**config.mk**
```make
export PLATFORM = sky130hd
export DESIGN_NAME = mux_arb_reg
export DESIGN_NICKNAME = d
export VERILOG_FILES = /design/src/rtl/mux_arb_pkg.sv /design/src/rtl/rr_arbiter.sv /design/src/rtl/mux_arb_reg.sv
export SDC_FILE = /design/constraint.sdc
export NUM_CORES = 1
export LEC_CHECK = 0
export ABC_CLOCK_PERIOD_IN_PS = 1150
export BUFFER_PORTS_ARGS = -buffer_cell sky130_fd_sc_hd__buf_2
export CORE_AREA = 2 2 47 54
export CTS_CLUSTER_SIZE = 20
export DETAILED_ROUTE_END_ITERATION = 8
export DIE_AREA = 0 0 49 56
export PLACE_DENSITY = 0.76
export SLEW_MARGIN = 30
export SYNTH_ARGS = -nofsm -noshare
export SYNTH_HDL_FRONTEND = slang
export SYNTH_SLANG_ARGS = --single-unit
```
**constraint.sdc**
```tcl
create_clock -name clk -period 1.15 [get_ports clk]
set_input_delay 0.23 -clock clk [delete_from_list [all_inputs] [get_ports clk]]
set_output_delay 0.23 -clock clk [all_outputs]
set_load 0.01 [all_outputs]
```
**src/rtl/mux_arb_pkg.sv**
```systemverilog
// rtl/mux_arb_pkg.sv - shared types and helpers for the registered N-channel selector
package mux_arb_pkg;

    typedef enum logic {
        MODE_SEL = 1'b0,
        MODE_RR  = 1'b1
    } mode_e;

    // Index width for an n-channel selector, never narrower than one bit
    function automatic int sel_width(input int n);
        return ($clog2(n) > 1) ? $clog2(n) : 1;
    endfunction

endpackage

```
**src/rtl/rr_arbiter.sv**
```systemverilog
// rtl/rr_arbiter.sv - round-robin grant search starting one past ptr, modulo N
module rr_arbiter #(
    parameter int N    = 4,
    parameter int SELW = 2
) (
    input  logic [N-1:0]    req,
    input  logic [SELW-1:0] ptr,
    input  logic            advance,
    output logic [N-1:0]    gnt,
    output logic [SELW-1:0] gnt_idx,
    output logic [SELW-1:0] ptr_next
);

    logic found;
    int   idx;

    // First requester after ptr wins; ptr itself is checked last
    always_comb begin
        gnt     = '0;
        gnt_idx = '0;
        found   = 1'b0;
        idx     = 0;
        for (int k = 1; k <= N; k++) begin
            idx = (int'(ptr) + k) % N;
            if (!found && req[idx]) begin
                found        = 1'b1;
                gnt[idx]     = 1'b1;
                gnt_idx      = SELW'(idx);
            end
        end
    end

    // Pointer moves to the winner only when its beat is actually taken
    assign ptr_next = (advance && found) ? gnt_idx : ptr;

endmodule

```
**src/rtl/mux_arb_reg.sv**
```systemverilog
// rtl/mux_arb_reg.sv - registered N:1 stream selector, round-robin mode under MUX_RR_EN
module mux_arb_reg
    import mux_arb_pkg::*;
#(
    parameter int N    = 4,
    parameter int W    = 8,
    parameter int SELW = sel_width(N)
) (
    input  logic            clk,
    input  logic            rst_n,
    input  logic [N*W-1:0]  in_data,
    input  logic [N-1:0]    in_valid,
    output logic [N-1:0]    in_ready,
    input  logic [SELW-1:0] sel,
    input  logic            mode,
    output logic [W-1:0]    out_data,
    output logic            out_valid,
    input  logic            out_ready,
    output logic [SELW-1:0] out_sel
);

    logic            can_load;
    logic            xfer;
    logic [N-1:0]    sel_gnt;
    logic [N-1:0]    grant;
    logic [SELW-1:0] grant_idx;

    assign can_load = !out_valid || out_ready;

    // Explicit select: an out-of-range index never grants anything
    always_comb begin
        sel_gnt = '0;
        if (int'(sel) < N) begin
            sel_gnt[sel] = in_valid[sel];
        end
    end

`ifdef MUX_RR_EN
    logic            rr_mode;
    logic [SELW-1:0] ptr;
    logic [SELW-1:0] ptr_next;
    logic [N-1:0]    rr_gnt;
    logic [SELW-1:0] rr_idx;

    assign rr_mode = (mode_e'(mode) == MODE_RR);

    rr_arbiter #(
        .N    (N),
        .SELW (SELW)
    ) u_rr_arbiter (
        .req      (in_valid),
        .ptr      (ptr),
        .advance  (xfer && rr_mode),
        .gnt      (rr_gnt),
        .gnt_idx  (rr_idx),
        .ptr_next (ptr_next)
    );

    assign grant     = rr_mode ? rr_gnt : sel_gnt;
    assign grant_idx = rr_mode ? rr_idx : sel;

    // Round-robin pointer; starts at N-1 so channel 0 is searched first
    always_ff @(posedge clk or negedge rst_n) begin
        if (!rst_n) begin
            ptr <= SELW'(N - 1);
        end else begin
            ptr <= ptr_next;
        end
    end
`else
    logic unused_mode;
    assign unused_mode = mode;
    assign grant       = sel_gnt;
    assign grant_idx   = sel;
`endif

    assign in_ready = (rst_n && can_load) ? grant : '0;
    assign xfer     = |(in_valid & in_ready);

    // One-beat output buffer: load on transfer, drain on consume
    always_ff @(posedge clk or negedge rst_n) begin
        if (!rst_n) begin
            out_valid <= 1'b0;
            out_data  <= '0;
            out_sel   <= '0;
        end else if (xfer) begin
            out_valid <= 1'b1;
            out_data  <= in_data[grant_idx*W +: W];
            out_sel   <= grant_idx;
        end else if (out_ready) begin
            out_valid <= 1'b0;
        end
    end

endmodule

```
### Word level (Yosys, flattened, before mapping)

Index checks and enable logic that the tools add are counted.

* bitwise logic cells: 2
* $lt $le $gt $ge: 2
* shifts and indexed selects: 1
* reductions and logical operators: 6
* multiplexer cells: 7

Operators with widths (count)
* $shiftx 32x6->8: 1
* $and 4x4->4: 2
* $mux 1: 4
* $mux 4: 1
* $reduce_or 4->1: 1
* $lt 2x3->1 const B: 1
* $bmux 1 s2: 1
* $demux 1 s2: 1
* $ge 2x1->1 const B: 1
* $logic_and 1x1->1: 2
* $reduce_bool 2->1: 1
* $logic_not 1->1: 1
* $logic_or 1x1->1: 1

* flip-flop bits (word level): 11

### Longest topological paths before layout

* word-level depth: 9
* depth in mapped cells: 4
* gate-level depth less buffers: 3

### Least setup slack after synthesis

Ideal clock, no wire load.

* path kind: reg2out
* from: register out_valid
* to: output port in_ready[0]
* setup slack: -0.255 ns
* data arrival time: 1.175 ns
* cell stages (with the launch flop): 4
* buffers on the path: 0
* cells stage by stage: dfrtp_1 nand2b_1 nand2_1 nor4b_1

* longest elaborated chain between the ends: 4

RTL lines
* start: declaration: RTL line mux_arb_reg.sv:17 `output logic out_valid,`
* start signal: assignment: RTL line mux_arb_reg.sv:83 `out_valid <= 1'b0;`
* start signal: assignment: RTL line mux_arb_reg.sv:87 `out_valid <= 1'b1;`
* start signal: assignment: RTL line mux_arb_reg.sv:91 `out_valid <= 1'b0;`
* $logic_not 1->1: RTL line mux_arb_reg.sv:28 `assign can_load = !out_valid || out_ready;`
* $logic_or 1x1->1: RTL line mux_arb_reg.sv:28
* $logic_and 1x1->1: RTL line mux_arb_reg.sv:77 `assign in_ready = (rst_n && can_load) ? grant : '0;`
* $mux 4: RTL line mux_arb_reg.sv:77
* end: declaration: RTL line mux_arb_reg.sv:13 `output logic [N-1:0] in_ready,`

No other way between the ends.

### Worst setup path in the final report

Same ends and word-level chain as after synthesis.

==> results.ini <==
[clock_tree]
cts.clk_slew.worst_paths_ns=0.07
cts_root_buf=clkbuf_4
insertion_delay_ns=0.27
numCtsBuffers=3
cts.path.max_buffers=2
cts.sinks=11
cts_tree=yes
htree_levels=1

[route]
drt_pass1_iterations=2
vias=730
routed_wl_um=1892
wire_per_inst_um=12.78
viasPerCell=4.932
final_antenna_net_count=0
drtIter0Drc=2
drc=0

[grt]
antenna_found_initial=0
grt_pass1_vias=775
gr-total-overflow=0
grt_pass1_wl_um=3194
grtUsageTotal=0.1546
grt_max_degree=11

[layout]
fin_area_um2=1211
layout-drive-gt1-share=0.8220
final_cell_mix=buf_2, dfrtp_1, buf_4
ff_latch_area_um2=275.3
final_nets=161
fillers=207
layout_commonest_cell=buf_2
antenna-diode-count=0
syn_to_final_growth_pct=69.53
multi_input_area_um2=486.7

[timing]
final-hold-violation-count=0
fin_crit_ns=1.453
timing.setup.tns_ns=-1.809
fin_ws_ns=-0.3027
setup_viol=14
rsz0062_at_grt=true
period_share=1.263
slew_violations=0
max_freq_ghz=0.6884
clock_skew_ns=0.001673
tightest_slew_ns=0.2000
slew_headroom=0.8667

[synthesis]
ys_ff_latch=11
avgSynthCellArea_um2=14.58
syn-cell-area_um2=714.4
ys_warn_count=0
yosysSeqAreaShare=0.3853
syn_inst=49
synth_fp_nets=91
ys_types=16

[pwr]
p_int_uw=929.4
p_leak_uw=0.0006021
p_clk_frac=0.196
pwr-share-comb=0.400
power_frac_seq=0.404
switching_share=0.2978
peakVddDrop_v=0.0005601
power.switching_uw=394.1
power_uw=1323
power_density_nw_per_um2=1093

[critical_path]
worst-setup-path-type=reg -> out
reg2reg_from=out_valid
critPathLaunchType=register
arrival_ns=1.22
critPathCaptureType=output pin
crit_required_ns=0.92
crit_start=out_valid
critPathMaxFanout=5

[place]
dpl.hpwl_um=1614
gp_congestion=0.7302
port_buffers=55
placed_area_um2=1117

[die]
die_area_um2=2744
rows=18
ios=57
core_area_um2=2185
start_util=0.3270
die_w_um=49
dieHeight_um=56

[flow_run]
cap_violations=0

[min_path]
min_path_type=in -> async

[status]
status=complete, but fails checks
violations=setup timing

==> power by group through the flow <==
stage          Sequential [uW]  Clock [uW]  Combinational, uW
2_1_floorplan              589           0                218
3_3_place_gp               541           0                483
3_5_place_dp               542           0                505
4_1_cts                    536         272                526
5_1_grt                    543         291                577
6_report                   535         260                529
==> area by class of cell <==
cell class / instances / area share
Multi-Input combinational cell: 35 / 0.4019
Timing Repair Buffer: 68 / 0.3182
Sequential cell: 11 / 0.2273
Tap cell: 30 / 0.03099
Clock buffer: 4 / 0.02169
==> layer usage <==
| layer | track usage | wire (um) | vias to the layer above |
|---|---|---|---|
| li1 | - | - | 332 |
| met1 | 0.1612 | 669 | 352 |
| met2 | 0.2622 | 999 | 42 |
| met3 | 0.06183 | 195 | 4 |
| met4 | 0.08571 | 27 | 0 |
| met5 | 0 | 0 | - |
==> worst max-delay path, stage by stage, from the launching register on <==
cell and delay (ns):
dfrtp_1 0.41, nand2b_4 0.12, nand2_4 0.07, nor4b_4 0.20, buf_2 0.16
==> state kept, by name (all words and copies together), names as in the netlist <==
register / flops
out_valid: 1
out_sel: 2
out_data: 8
==> worst paths after layout <==
| path | cells after the start | slack, ns | to |
|---|---|---|---|
| min | 2 | 0.04 | out_data[1] |
| max reg2reg | 5 | -0.10 | out_sel[0] |
| min reg2reg | 1 | 0.50 | out_sel[1] |
| max in group asynchronous | 3 | 0.48 | out_valid |
| min in group clk | 3 | 0.28 | out_valid |
| max | 4 | -0.30 | in_ready[0] |
==> cells by family (layout without fill, tap and decap cells) <==
| logic type | Yosys count | count (layout) | share of synthesized area |
|---|---|---|---|
| flip-flops | 11 | 11 | 0.3853 |
| multiplexers | 20 | 20 | 0.4624 |
| AND/OR/NAND/NOR | 13 | 13 | 0.1086 |
| AO/OA/AOI/OAI | 2 | 2 | 0.02452 |
| buffers and inverters | 3 | 72 | 0.01926 |
==> Yosys cell counts <==
cell type   n  area [um2]
dfrtp_1    11       275.3
mux2_2     11       123.9
mux4_2      8       180.2
nand2_1     5       18.77
buf_2       2       10.01
nand3_1     2       10.01
a22o_1      1       8.760
a31o_2      1       8.760
buf_1       1       3.750
mux4_1      1       26.28
nand2b_1    1       6.260
nand3_4     1       17.52
nor2_1      1       3.750
nor3_1      1       5.000
nor3b_1     1       7.510
nor4b_1     1       8.760
==> metrics by stage <==
stage                     cells  hold slack [ns]  setup WS, ns    util
after CTS                   146          0.03658       -0.3502  0.5418
after floorplan              49         -0.06559       -0.1810       -
after global routing        148          0.05569       -0.3778  0.5544
final                       148          0.03981       -0.3027  0.5544
after detailed placement    140           0.2495       -0.3724  0.5115
after global placement      140           0.2347       -0.3362  0.5115
==> what timing repair did <==
| item | 4_1_cts | 5_1_grt |
|---|---|---|
| cloned | 0 | 0 |
| setup buffers | 1 | 2 |
| pin swaps | 5 | 1 |
| hold endpoints to repair | 2 | 0 |
| endpoints found under the setup margin | 13 | 14 |
| gates resized for setup | 5 | 2 |
| hold buffers | 1 | 0 |
Power figures use the tool's default switching activity.
